File: config.mk
export PLATFORM = sky130hd
export DESIGN_NAME = adc_cfg_sequencer
export DESIGN_NICKNAME = d
export VERILOG_FILES = /design/src/rtl/adc_cfg_sequencer.sv
export SDC_FILE = /design/constraint.sdc
export NUM_CORES = 1
export LEC_CHECK = 0
export CAP_MARGIN = 20
export CORE_MARGIN = 5
export CORE_UTILIZATION = 55
export CTS_CLUSTER_SIZE = 10
export DETAILED_ROUTE_END_ITERATION = 8
export DONT_BUFFER_PORTS = 1
export GPL_TIMING_DRIVEN = 0
export MAX_ROUTING_LAYER = met4
export PLACE_DENSITY = 0.78
export REMOVE_ABC_BUFFERS = 1
export SLEW_MARGIN = 20
export SYNTH_ARGS = -nofsm -noshare
export SYNTH_HDL_FRONTEND = slang
export SYNTH_SLANG_ARGS = --single-unit
File: constraint.sdc
create_clock -name clk -period 3.95 [get_ports clk]
set_clock_uncertainty 0.2 [all_clocks]
set_input_delay 0.1975 -clock clk [delete_from_list [all_inputs] [get_ports clk]]
set_output_delay 0.1975 -clock clk [all_outputs]
set_load 0.01 [all_outputs]
File: src/rtl/adc_cfg_sequencer.sv
// Sequencer that plays a small table of SPI words into the SPI4ADC engine.
// Latency: go -> LOAD same edge, spi_start one cycle later; GAP_CYCLES idle between transfers.
// Backpressure: none; waits for spi_done per transfer, bounded by TIMEOUT_CYCLES, abort cancels.
module adc_cfg_sequencer #(
  parameter int DEPTH          = 4,
  parameter int GAP_CYCLES     = 16,
  parameter int TIMEOUT_CYCLES = 4096
) (
  input  logic                     clk,
  input  logic                     rst,
  input  logic                     cfg_we,
  input  logic [$clog2(DEPTH)-1:0] cfg_addr,
  input  logic [35:0]              cfg_wdata,
  input  logic [$clog2(DEPTH):0]   cfg_num,
  input  logic                     go,
  input  logic                     abort,
  input  logic                     spi_done,
  output logic [31:0]              spi_data,
  output logic                     spi_cpol,
  output logic                     spi_cpha,
  output logic                     ps_A0,
  output logic                     ps_A1,
  output logic                     spi_start,
  output logic                     busy,
  output logic                     seq_done,
  output logic                     timeout_err,
  output logic [$clog2(DEPTH)-1:0] cur_idx
);

  localparam int IDXW = $clog2(DEPTH);
  localparam int WCW  = $clog2(TIMEOUT_CYCLES + 1);
  localparam int GCW  = $clog2(GAP_CYCLES + 1);

  localparam logic [2:0] S_IDLE   = 3'd0;
  localparam logic [2:0] S_LOAD   = 3'd1;
  localparam logic [2:0] S_START  = 3'd2;
  localparam logic [2:0] S_WAIT   = 3'd3;
  localparam logic [2:0] S_GAP    = 3'd4;
  localparam logic [2:0] S_FINISH = 3'd5;

  localparam logic [IDXW:0]  DEPTH_N  = (IDXW+1)'(DEPTH);
  localparam logic [IDXW:0]  ONE_N    = (IDXW+1)'(1);
  localparam logic [WCW-1:0] WAIT_MAX = WCW'(TIMEOUT_CYCLES - 1);
  localparam logic [GCW-1:0] GAP_MAX  = GCW'(GAP_CYCLES - 1);

  logic [2:0]      state_q, state_d;
  logic [IDXW:0]   n_q, n_d;
  logic [IDXW-1:0] idx_q, idx_d;
  logic [WCW-1:0]  wcnt_q, wcnt_d;
  logic [GCW-1:0]  gcnt_q, gcnt_d;
  logic            terr_q, terr_d;
  logic [31:0]     data_q, data_d;
  logic            cpol_q, cpol_d;
  logic            cpha_q, cpha_d;
  logic            a1_q, a1_d;
  logic            a0_q, a0_d;
  logic [35:0]     tbl_q [DEPTH];

  logic [35:0]     ent;
  logic [IDXW:0]   num_clamped;
  logic            last_entry;

  assign ent         = tbl_q[idx_q];
  assign num_clamped = (cfg_num > DEPTH_N) ? DEPTH_N : cfg_num;
  assign last_entry  = ({1'b0, idx_q} == (n_q - ONE_N));

  // Configuration table: host may only rewrite it while no sequence is running.
  always_ff @(posedge clk or negedge rst) begin
    if (!rst) begin
      for (int i = 0; i < DEPTH; i++) begin
        tbl_q[i] <= '0;
      end
    end else if (cfg_we && (state_q == S_IDLE)) begin
      tbl_q[cfg_addr] <= cfg_wdata;
    end
  end

  // Next-state logic; abort overrides everything and freezes all other registers.
  always_comb begin
    state_d = state_q;
    n_d     = n_q;
    idx_d   = idx_q;
    wcnt_d  = wcnt_q;
    gcnt_d  = gcnt_q;
    terr_d  = terr_q;
    data_d  = data_q;
    cpol_d  = cpol_q;
    cpha_d  = cpha_q;
    a1_d    = a1_q;
    a0_d    = a0_q;
    if (abort && (state_q != S_IDLE)) begin
      state_d = S_IDLE;
    end else begin
      case (state_q)
        S_IDLE: begin
          if (go) begin
            n_d     = num_clamped;
            idx_d   = '0;
            terr_d  = 1'b0;
            state_d = (num_clamped == '0) ? S_FINISH : S_LOAD;
          end
        end
        S_LOAD: begin
          cpol_d  = ent[35];
          cpha_d  = ent[34];
          a1_d    = ent[33];
          a0_d    = ent[32];
          data_d  = ent[31:0];
          state_d = S_START;
        end
        S_START: begin
          wcnt_d  = '0;
          state_d = S_WAIT;
        end
        S_WAIT: begin
          // A completion on the timeout edge still counts as a good transfer.
          if (spi_done) begin
            if (last_entry) begin
              state_d = S_FINISH;
            end else begin
              idx_d   = idx_q + 1'b1;
              gcnt_d  = '0;
              state_d = S_GAP;
            end
          end else if (wcnt_q == WAIT_MAX) begin
            terr_d  = 1'b1;
            state_d = S_FINISH;
          end else begin
            wcnt_d = wcnt_q + 1'b1;
          end
        end
        S_GAP: begin
          if (gcnt_q == GAP_MAX) begin
            state_d = S_LOAD;
          end else begin
            gcnt_d = gcnt_q + 1'b1;
          end
        end
        S_FINISH: begin
          state_d = S_IDLE;
        end
        default: begin
          state_d = S_IDLE;
        end
      endcase
    end
  end

  // State, counters and engine-facing output registers.
  always_ff @(posedge clk or negedge rst) begin
    if (!rst) begin
      state_q <= S_IDLE;
      n_q     <= '0;
      idx_q   <= '0;
      wcnt_q  <= '0;
      gcnt_q  <= '0;
      terr_q  <= 1'b0;
      data_q  <= '0;
      cpol_q  <= 1'b0;
      cpha_q  <= 1'b0;
      a1_q    <= 1'b0;
      a0_q    <= 1'b0;
    end else begin
      state_q <= state_d;
      n_q     <= n_d;
      idx_q   <= idx_d;
      wcnt_q  <= wcnt_d;
      gcnt_q  <= gcnt_d;
      terr_q  <= terr_d;
      data_q  <= data_d;
      cpol_q  <= cpol_d;
      cpha_q  <= cpha_d;
      a1_q    <= a1_d;
      a0_q    <= a0_d;
    end
  end

  assign spi_data    = data_q;
  assign spi_cpol    = cpol_q;
  assign spi_cpha    = cpha_q;
  assign ps_A1       = a1_q;
  assign ps_A0       = a0_q;
  assign spi_start   = (state_q == S_START);
  assign busy        = (state_q != S_IDLE);
  assign seq_done    = (state_q == S_FINISH);
  assign timeout_err = terr_q;
  assign cur_idx     = idx_q;

endmodule

==> impl_metrics.prom <==
# TYPE chip_impl_metric gauge
chip_impl_info{name="hold_path.class",value="input port to async pin"} 1
chip_impl_metric{name="groute.usage.overall",unit=""} 0.206
chip_impl_metric{name="effective_utilization_at_floorplan",unit=""} 0.559
chip_impl_info{name="path_delay_family",value="simple AND/OR/NAND/NOR gates"} 1
chip_impl_metric{name="die_width",unit="um"} 140
chip_impl_metric{name="firstDrtPassIters",unit=""} 4
chip_impl_info{name="post_synth_most_frequent_cells",value="dfrtp_1 (207), mux2_2 (182), mux4_2 (36), nand2_1 (14), buf_2 (13)"} 1
chip_impl_metric{name="antenna_found_initial",unit=""} 0
chip_impl_metric{name="share_of_the_clock_period_used_by_the_worst_path_after_layout",unit=""} 0.823
chip_impl_metric{name="async_flop_share",unit=""} 1.00
chip_impl_metric{name="layout_net_count",unit=""} 717
chip_impl_metric{name="worstPathArrival",unit="ps"} 3420
chip_impl_metric{name="hpwl",unit="um"} 12200
chip_impl_metric{name="drt_iter0_drc",unit=""} 246
chip_impl_info{name="cts_tree",value="built"} 1
chip_impl_metric{name="core_area",unit="um^2"} 16500
chip_impl_metric{name="syn-instance-count",unit=""} 605
chip_impl_metric{name="synth_top_cell_area_share",unit=""} 0.560
chip_impl_info{name="crit_type",value="register to register"} 1
chip_impl_metric{name="syn_to_layout_area_delta",unit="%"} 15.7
chip_impl_metric{name="post_synth.cell_area_avg",unit="um^2"} 15.3
chip_impl_metric{name="number_of_slew_limit_violations_in_the_final_report",unit=""} 0
chip_impl_metric{name="dp_cells",unit=""} 808
chip_impl_metric{name="p_seq_frac",unit=""} 0.485
chip_impl_metric{name="number_of_enable_flip_flop_cells_after_synthesis",unit=""} 0
chip_impl_metric{name="critical_path_required",unit="ps"} 4120
chip_impl_metric{name="grt_pass1_vias",unit=""} 6077
chip_impl_metric{name="cts_num_sinks",unit=""} 207
chip_impl_metric{name="die_height",unit="um"} 140
chip_impl_metric{name="vdd.ir_drop.worst",unit="mV"} 0.472
chip_impl_info{name="cp-end-kind",value="register"} 1
chip_impl_metric{name="stdcell_area",unit="um^2"} 10700
chip_impl_metric{name="overflow",unit=""} 0
chip_impl_metric{name="tightestPinTransition",unit="ps"} 708
chip_impl_metric{name="critical_path.n_buffers_inverters",unit=""} 2
chip_impl_metric{name="postCtsHoldBufs",unit=""} 52
chip_impl_metric{name="finalWirelength",unit="um"} 18900
chip_impl_metric{name="timing.hold.ws",unit="ps"} -795
chip_impl_metric{name="cts-root-to-sink-buffers",unit=""} 3
chip_impl_metric{name="clkSlewWorstSetupHoldPaths",unit="ps"} 60
chip_impl_metric{name="synth_cell_type_count",unit=""} 56
chip_impl_metric{name="final_critical_path_setup_slack",unit="ps"} 701
chip_impl_metric{name="nFillCells",unit=""} 1163
chip_impl_metric{name="wire_per_inst",unit="um"} 21.3
chip_impl_metric{name="sequential_cell_area_fraction_in_the_yosys_report",unit=""} 0.560
chip_impl_info{name="status",value="finished with violations"} 1
chip_impl_metric{name="clkLatencyLatePin",unit="ps"} 500
chip_impl_metric{name="netSwitchingPower",unit="uW"} 2330
chip_impl_metric{name="combPwrFrac",unit=""} 0.283
chip_impl_metric{name="netSwitchingFraction",unit=""} 0.287
chip_impl_metric{name="drc_violations_left",unit=""} 0
chip_impl_metric{name="fp.dieArea",unit="um^2"} 19500
chip_impl_metric{name="gp_congestion",unit=""} 0.819
chip_impl_info{name="timing.critical_path.cells",value="or2_4 > nor3b_4 > nor3b_4 > buf_6 > mux2_2 > dlygate4sd3_1"} 1
chip_impl_info{name="cts_root_buf",value="clkbuf_16"} 1
chip_impl_metric{name="pwr-share-clk",unit=""} 0.232
chip_impl_info{name="synth.most_common_cell",value="dfrtp_1"} 1
chip_impl_info{name="synth_flop_cell",value="dfrtp_1"} 1
chip_impl_metric{name="ctsResizeCount",unit=""} 0
chip_impl_info{name="synth_area_leaders",value="dfrtp_1 (56%), mux2_2 (22%), mux4_2 (8.8%)"} 1
chip_impl_metric{name="slew_headroom",unit=""} 0.528
chip_impl_metric{name="numPortBuffers",unit=""} 0
chip_impl_metric{name="final_layout_size_suffix_gt1_frac",unit=""} 0.416
chip_impl_metric{name="period_needed",unit="ps"} 3250
chip_impl_metric{name="place_worst_setup_slack",unit="ps"} 1130
chip_impl_metric{name="setup_tns",unit="ps"} 0
chip_impl_metric{name="worstPathMaxFanout",unit=""} 18
chip_impl_metric{name="yosys_warnings",unit=""} 0
chip_impl_metric{name="pd_cells",unit="nW/um^2"} 760
chip_impl_metric{name="cts_made_buffers",unit=""} 24
chip_impl_metric{name="hold_viol",unit=""} 207
chip_impl_metric{name="dpl_cell_area",unit="um^2"} 9520
chip_impl_metric{name="layout.cells.non_filler",unit=""} 889
chip_impl_metric{name="internal_power",unit="uW"} 5790
chip_impl_metric{name="grt_max_degree",unit=""} 208
chip_impl_metric{name="rows",unit=""} 47
chip_impl_metric{name="setup_viol",unit=""} 0
chip_impl_info{name="unrepaired_setup_endpoints_after_global_routing",value="no"} 1
chip_impl_metric{name="vias",unit=""} 5352
chip_impl_metric{name="pin_count",unit=""} 89
chip_impl_info{name="timing.critical_path.slowest_stage_cell",value="dlygate4sd3_1"} 1
chip_impl_metric{name="cap_viol_max_count",unit=""} 0
chip_impl_metric{name="cts_setup_buffers",unit=""} 0
chip_impl_metric{name="antenna_cells",unit=""} 0
chip_impl_metric{name="max_stage_delay",unit="ps"} 570
chip_impl_metric{name="cts_max_level",unit=""} 1
chip_impl_metric{name="route.detailed.vias_per_inst",unit=""} 6.02
chip_impl_metric{name="final_util",unit=""} 0.647
chip_impl_metric{name="grt_pass1_wl",unit="um"} 32000
chip_impl_metric{name="power.static_leakage",unit="uW"} 0.00448
chip_impl_info{name="timing.critical_path.mode_cell",value="nor3b_4"} 1
chip_impl_info{name="timing.critical_path.from_type",value="register"} 1
chip_impl_metric{name="fmaxAchievable",unit="GHz"} 0.308
chip_impl_info{name="failed_checks",value="negative hold slack"} 1
chip_impl_info{name="synth_largest_area_cell",value="dfrtp_1"} 1
chip_impl_metric{name="mappedNetlistArea",unit="um^2"} 9240
chip_impl_metric{name="drt.antenna.violating_nets",unit=""} 0
chip_impl_metric{name="ys_seq_elements",unit=""} 207
[cell usage in the layout, fill, tap and decap left out, drive strengths merged, types with 7 or more instances in the layout]
master | Yosys | routed
buf | 25 | 18
o31ai | 7 | 7
clkbuf | 10 | 29
nor2 | 7 | 7
mux4 | 36 | 36
nor3 | 8 | 8
a21oi | 8 | 8
dfrtp | 207 | 207
mux2 | 183 | 183
nand2 | 14 | 14
dlygate4sd3 | 0 | 52
inv | 7 | 7
[flip-flops by register name, summed over array words and instances (netlist names)]
| name | cells |
|---|---|
| spi_data | 32 |
| timeout_err | 1 |
| spi_cpha | 1 |
| ps_A0 | 1 |
| n_q | 3 |
| gcnt_q | 5 |
| wcnt_q | 13 |
| spi_cpol | 1 |
| ps_A1 | 1 |
| cur_idx | 2 |
| tbl_q | 144 |
| state_q | 3 |
[layout make-up]
type | count | area [um^2] | share of cell area
inverter | 7 | 26.3 | 0.00246
tap | 220 | 275 | 0.0257
clock buffer | 29 | 651 | 0.0609
multi-input combinational | 356 | 3840 | 0.359
timing repair buffer | 70 | 711 | 0.0665
sequential | 207 | 5190 | 0.485
[power groups by stage]
stage	logic [uW]	registers, uW	clock network [uW]
after floorplan	1830	3690	0
after global placement	2070	3900	0
after detailed placement	2200	3970	0
after CTS	2310	3950	1940
after global routing	2520	4080	2050
final	2300	3940	1890
[per-stage QoR]
step	power [uW]	hold WS (ps)
after floorplan	5520	-298
after global placement	5960	-293
after detailed placement	6170	-293
after CTS	8200	-816
after global routing	8650	-827
final	8120	-795
[logic make-up (layout without fill, tap and decap cells)]
family,Yosys count,in the layout,synth area share
buf+inv,42,106,0.0261
compound gates,41,41,0.0307
fa+ha+maj,4,4,0.00542
simple gates,84,84,0.0583
mux,224,224,0.316
flops,207,207,0.560
xor+xnor,3,3,0.00284
[final timing paths]
path | startpoint | to | slack, ps | cells past startpoint
setup / recovery | state_q[0] | tbl_q[143] | 700 | 6
hold / removal | rst | spi_data[14] | -790 | 0
setup reg to reg | state_q[0] | tbl_q[143] | 700 | 6
hold reg to reg | wcnt_q[0] | wcnt_q[0] | 300 | 1
max in group asynchronous | rst | tbl_q[92] | 4100 | 0
min in group clk | abort | gcnt_q[3] | 70 | 4
[metal layers]
metal  track usage  wire, um
met3        0.0446      1140
met2         0.345      9860
met5             -         0
met1         0.264      7700
met4        0.0428       222
(Power assumes the default switching activity.)
